### src/rtl/arith_enc_pkg.sv
// Shared types and default sizes for the arithmetic-encoder pipeline controller.
package arith_enc_pkg;

   localparam int unsigned PIPE_DEPTH_DEF = 3;
   localparam int unsigned CNT_WIDTH_DEF  = 16;

   typedef enum logic [2:0] {
      IDLE,
      RUN,
      DRAIN,
      FLUSH,
      DONE
   } enc_state_e;

endpackage

### src/rtl/pipe_valid_tracker.sv
// Per-bank valid shift register with stall-on-backpressure load enables.
module pipe_valid_tracker #(
   parameter int unsigned PIPE_DEPTH = 3
) (
   input  logic                  clk,
   input  logic                  rst_n,
   input  logic                  accept_i,
   input  logic                  out_ready_i,
   output logic                  advance_o,
   output logic [PIPE_DEPTH-1:0] stage_en_o,
   output logic [PIPE_DEPTH-1:0] stage_vld_o,
   output logic [PIPE_DEPTH-1:0] vld_next_o
);

   logic [PIPE_DEPTH-1:0] vld_q, vld_d;

   // The whole pipe moves together or freezes together; no bubble collapsing.
   always_comb begin
      advance_o     = !vld_q[PIPE_DEPTH-1] || out_ready_i;
      stage_en_o    = '0;
      vld_d         = vld_q;
      stage_en_o[0] = accept_i;
      if (advance_o) vld_d[0] = accept_i;
      for (int unsigned k = 1; k < PIPE_DEPTH; k++) begin
         stage_en_o[k] = advance_o && vld_q[k-1];
         if (advance_o) vld_d[k] = vld_q[k-1];
      end
   end

   always_ff @(posedge clk or negedge rst_n) begin
      if (!rst_n) vld_q <= '0;
      else        vld_q <= vld_d;
   end

   assign stage_vld_o = vld_q;
   assign vld_next_o  = vld_d;

endmodule

### src/rtl/arith_enc_pipe_ctrl.sv
// Frame sequencing for the arithmetic-encoder pipe: intake, drain, flush handshake
// and delivered-symbol counting.
module arith_enc_pipe_ctrl
   import arith_enc_pkg::*;
#(
   parameter int unsigned PIPE_DEPTH = PIPE_DEPTH_DEF,
   parameter int unsigned CNT_WIDTH  = CNT_WIDTH_DEF
) (
   input  logic                  clk,
   input  logic                  rst_n,
   input  logic                  in_valid_i,
   input  logic                  in_last_i,
   output logic                  in_ready_o,
   output logic [PIPE_DEPTH-1:0] stage_en_o,
   output logic [PIPE_DEPTH-1:0] stage_vld_o,
   output logic                  out_valid_o,
   input  logic                  out_ready_i,
   output logic                  flush_start_o,
   input  logic                  flush_done_i,
   output logic                  busy_o,
   output logic                  frame_done_o,
   output logic [CNT_WIDTH-1:0]  sym_count_o
);

   enc_state_e            state_q, state_d;
   logic [CNT_WIDTH-1:0]  cnt_q, cnt_d;
   logic                  flush_start_q, flush_start_d;
   logic                  frame_done_q, frame_done_d;
   logic                  busy_q, busy_d;
   logic                  advance, accept, transfer, cnt_clr;
   logic [PIPE_DEPTH-1:0] vld_next;

   pipe_valid_tracker #(
      .PIPE_DEPTH(PIPE_DEPTH)
   ) u_trk (
      .clk        (clk),
      .rst_n      (rst_n),
      .accept_i   (accept),
      .out_ready_i(out_ready_i),
      .advance_o  (advance),
      .stage_en_o (stage_en_o),
      .stage_vld_o(stage_vld_o),
      .vld_next_o (vld_next)
   );

   assign in_ready_o  = advance && (state_q == IDLE || state_q == RUN);
   assign accept      = in_valid_i && in_ready_o;
   assign out_valid_o = stage_vld_o[PIPE_DEPTH-1];
   assign transfer    = out_valid_o && out_ready_i;

   // Drain ends on the cycle the last bank empties, so FLUSH starts right after it.
   always_comb begin
      state_d = state_q;
      cnt_clr = 1'b0;
      unique case (state_q)
         IDLE: begin
            if (accept) begin
               cnt_clr = 1'b1;
               state_d = in_last_i ? DRAIN : RUN;
            end
         end
         RUN:     if (accept && in_last_i) state_d = DRAIN;
         DRAIN:   if (vld_next == '0)      state_d = FLUSH;
         FLUSH:   if (flush_done_i)        state_d = DONE;
         DONE:    state_d = IDLE;
         default: state_d = IDLE;
      endcase
      flush_start_d = (state_d == FLUSH) && (state_q != FLUSH);
      frame_done_d  = (state_d == DONE);
      busy_d        = (state_d != IDLE);
   end

   // Saturating delivered-symbol counter, cleared when a new frame opens.
   always_comb begin
      cnt_d = cnt_clr ? '0 : cnt_q;
      if (transfer && (cnt_d != '1)) cnt_d = cnt_d + CNT_WIDTH'(1);
   end

   always_ff @(posedge clk or negedge rst_n) begin
      if (!rst_n) begin
         state_q       <= IDLE;
         cnt_q         <= '0;
         flush_start_q <= 1'b0;
         frame_done_q  <= 1'b0;
         busy_q        <= 1'b0;
      end else begin
         state_q       <= state_d;
         cnt_q         <= cnt_d;
         flush_start_q <= flush_start_d;
         frame_done_q  <= frame_done_d;
         busy_q        <= busy_d;
      end
   end

   assign flush_start_o = flush_start_q;
   assign frame_done_o  = frame_done_q;
   assign busy_o        = busy_q;
   assign sym_count_o   = cnt_q;

endmodule

### config.mk
export PLATFORM = sky130hd
export DESIGN_NAME = arith_enc_pipe_ctrl
export DESIGN_NICKNAME = d
export VERILOG_FILES = /design/src/rtl/arith_enc_pkg.sv /design/src/rtl/pipe_valid_tracker.sv /design/src/rtl/arith_enc_pipe_ctrl.sv
export SDC_FILE = /design/constraint.sdc
export NUM_CORES = 1
export LEC_CHECK = 0
export CAP_MARGIN = 20
export CORE_MARGIN = 1.5
export CORE_UTILIZATION = 50
export DETAILED_ROUTE_END_ITERATION = 8
export PLACE_DENSITY = 0.76
export SLEW_MARGIN = 25
export SYNTH_ARGS = -nofsm -noshare
export SYNTH_HDL_FRONTEND = slang
export SYNTH_HIERARCHICAL = 1
export SYNTH_SLANG_ARGS = --single-unit
### constraint.sdc
create_clock -name clk -period 6.7 [get_ports clk]
set_clock_uncertainty 0.05 [all_clocks]
set_input_delay 1.34 -clock clk [delete_from_list [all_inputs] [get_ports clk]]
set_output_delay 1.34 -clock clk [all_outputs]
set_load 0.02 [all_outputs]
==> summary by stage <==
Min path
Along the worst hold path, the cell count comes to 1. The path with the worst hold slack has its endpoint at busy_o. In this run the most critical hold path is launched from state_q[2].

The tightest min-delay check is of the reg -> reg type.

Critical path
The data required time of the worst path is 5.31 ns. The critical register-to-register path endpoint is sym_count_o[1]. The endpoint kind of the worst setup timing path is an output pin. The setup path with the least slack is of type in -> out. Along the worst path, the maximum fanout reaches 9. The launching element type of the critical path is an input pin. STA puts the critical path data arrival time at between 3 and 4 ns. The worst-case register-to-register setup slack is 3.69 ns. The number of cells on the worst reg-to-reg path is 10. In this run the critical register-to-register path is launched from u_trk/stage_vld_o[2].

Pwr
The total power draw is 0.533 mW. IR analysis of the VDD net gives a maximum drop of approximately 0.25 mV. The analysis attributes to cell leakage a power of ~0.74 nW.

The power per cell area is 298 nW/um2.

Cells and area
Leaving out fill and tap cells, the most frequent cells in the layout are clkdlybuf4s50_1, dfrtp_1, nand2_1. The number of antenna diodes in the final layout is 0. Of the cells placed in the final design, the portion with a size suffix greater than 1 is under 10%. The net total in the final layout is 184. The count of cells in the finished layout, fillers not included, comes to 207. Leaving out fill and tap cells, the most frequent cell in the layout is clkdlybuf4s50_1.

Compared with the post-synthesis result, the final layout area differs by 21.8%.

Clocking
TritonCTS created 3 clock buffers. Post-CTS timing repair inserted 0 buffers for setup. TritonCTS built the clock tree.

The maximum level of the CTS H-tree is 1. The clock tree root buffer cell is clkbuf_4. The clock input transition at the sequential cells of the worst setup and hold paths is 0.14 ns. The post-cts gate resize count is 0. Counting along the longest clock path gives a buffer depth of 2. Clock tree synthesis found a total of 25 sinks. The hold buffer count at cts is 0. The clock reaches the later pin of the worst-skew pair after 0.33 ns.

Routing
After detailed routing, the number of remaining DRC violations is 0. Summed over all layers, the routed wires come to 3310 um. Using the TritonRoute via totals, the vias-per-cell ratio works out to 6.27. In the final routed layout, each cell accounts on average for approximately 16 um. The antenna violation net count after detailed routing is 0. The first-pass iteration count of the detailed router is 4. Summing over every cut layer, the via total after detailed routing is 1,298. For this block, the initial DRC count from the detailed router was 56.

Timing
The final-layout worst hold slack is a little over 0.5 ns. The final count of pins violating max slew is 0. Setup violations remaining at the end of the flow were counted as 0. The sum of negative setup slack is 0 ns. The transition time of the tightest slew-check pin is about 0.7 ns. The minimum period implied by the final worst setup slack is around 4.4 ns. Setup repair after global routing left no endpoint under its margin. The maximum frequency from static timing analysis is 227 MHz. Dividing the final minimum period by the clock period gives 65.8%. The number of hold violations in the final report is 0. The relative max-transition margin is approximately half.

Synth
Synthesis produced a netlist whose cell count is between 150 and 200. The post-synthesis instance area is 1470 um2. In the synthesized netlist the dominant register cell turns out to be dfrtp_1. The number of storage elements in the synthesis netlist is 25.

The Yosys step of the flow raised 6 warnings. The distinct cell type count of the synthesized netlist is 43. When the netlist entered floorplanning its net count stood at 158. The sequential element share of the synthesized area is about 43%. The share of flip-flops with an asynchronous set or reset is 100%. Averaged over all synthesized cells, the footprint is 9.71 um2. The synthesized design contains 0 enable-type register cells.

Die
The die footprint is 3270 um2. The number of cell rows is 19. From left edge to right edge, the die measures 57.2 um. The total area inside the core boundary comes to about 2800 um2. The die height is 57.2 um. The initial core utilization is 53.2%. 33 I/O pins were placed.

Global route
The largest net degree at the start of global routing is 26. The number of global-route vias before repair came to roughly 1.2k. The number of antenna violations at the first check in global routing is 0.

Global routing finished with a remaining overflow of 0. The wire length of the first global-routing pass is between 5000 and 6000 um. The global router's overall resource usage is between 20% and 30%.

Place
The final RePlAce weighted congestion is about 0.85. Summed over all nets, the half-perimeter wirelength after detailed placement is 2380 um. Port buffering added 32 buffers.

The placed instance count is 203.

Run
The number of violations of the max-capacitance limit is 0.

Status
The flow ran to the end, and the final reports show no timing, DRC or antenna violations.
## where the power goes
part / leakage [nW] / total (mW) / internal (mW) / switching [mW]
logic: 0.393 / 0.240 / 0.114 / 0.126
clock network: 0.0177 / 0.0705 / 0.0224 / 0.0481
registers: 0.333 / 0.222 / 0.181 / 0.0407
total: 0.744 / 0.533 / 0.318 / 0.215
## layer usage
metal  global-route usage, %  vias to the layer above  share of wire (%)
li1                        -                      614                  -
met1                    27.2                      631                 43
met2                    33.2                       46                 50
met3                    4.08                        7                5.1
met4                    8.64                        0                1.7
met5                       0                        -                  0
## per-stage QoR
stage / worst slack (ns) / util (%) / instance area, um2
after floorplan: 3.26 / - / 1470
after global placement: 2.22 / 63.7 / 1760
after detailed placement: 2.03 / 63.5 / 1750
after CTS: 2.28 / 64.5 / 1780
after global routing: 2.24 / 64.8 / 1790
final: 2.29 / 64.8 / 1790
## registers in the layout, summed over array words and instances, names as in the netlist
| name | count |
|---|---|
| sym_count_o | 16 |
| u_trk/stage_vld_o | 3 |
| flush_start_o | 1 |
| frame_done_o | 1 |
| state_q | 3 |
| busy_o | 1 |
## worst max-delay path, cell delays in order
cell,delay [ns]
clkdlybuf4s50_1,0.57
nand2b_4,0.23
nand4bb_4,0.16
inv_2,0.11
clkdlybuf4s50_1,0.60
## synth_stat cells, types with 4 or more instances
cell	instances	area [um2]
a21oi_1	8	40.0
or4_1	6	45.0
dfrtp_1	25	626
nand2_1	19	71.3
nand3_1	6	30.0
and3_1	4	25.0
and2_1	5	31.3
nand4_1	8	50.1
nor3_1	4	20.0
nor2_1	5	18.8
clkbuf_1	4	15.0
o21ai_0	6	30.0
## logic make-up after synthesis
family	Yosys count	share of synthesized area, %
compound gates	31	15.0
xor+xnor	3	1.79
fa+ha+maj	1	0.853
buf+inv	14	5.54
flops	25	42.7
mux	6	4.86
simple gates	71	29.3
## final cells by class
class,instances,area (um2)
well taps,31,38.8
fillers,213,971
repair buffers,32,315
clock buffers,3,22.5
clock inverters,1,5.00
multi-input cells,112,768
flip-flops and latches,25,626
inverters,3,11.3
## worst max-delay path by stage
stage,slack (ns),from,depth (start not counted),to
after floorplan,3.26,out_ready_i,2,in_ready_o
after global placement,2.22,out_ready_i,11,sym_count_o[1]
after detailed placement,2.03,out_ready_i,11,sym_count_o[1]
after CTS,2.28,out_ready_i,5,stage_en_o[0]
after global routing,2.24,out_ready_i,5,stage_en_o[0]
final,2.29,out_ready_i,5,stage_en_o[0]
(Power assumes the default switching activity.)
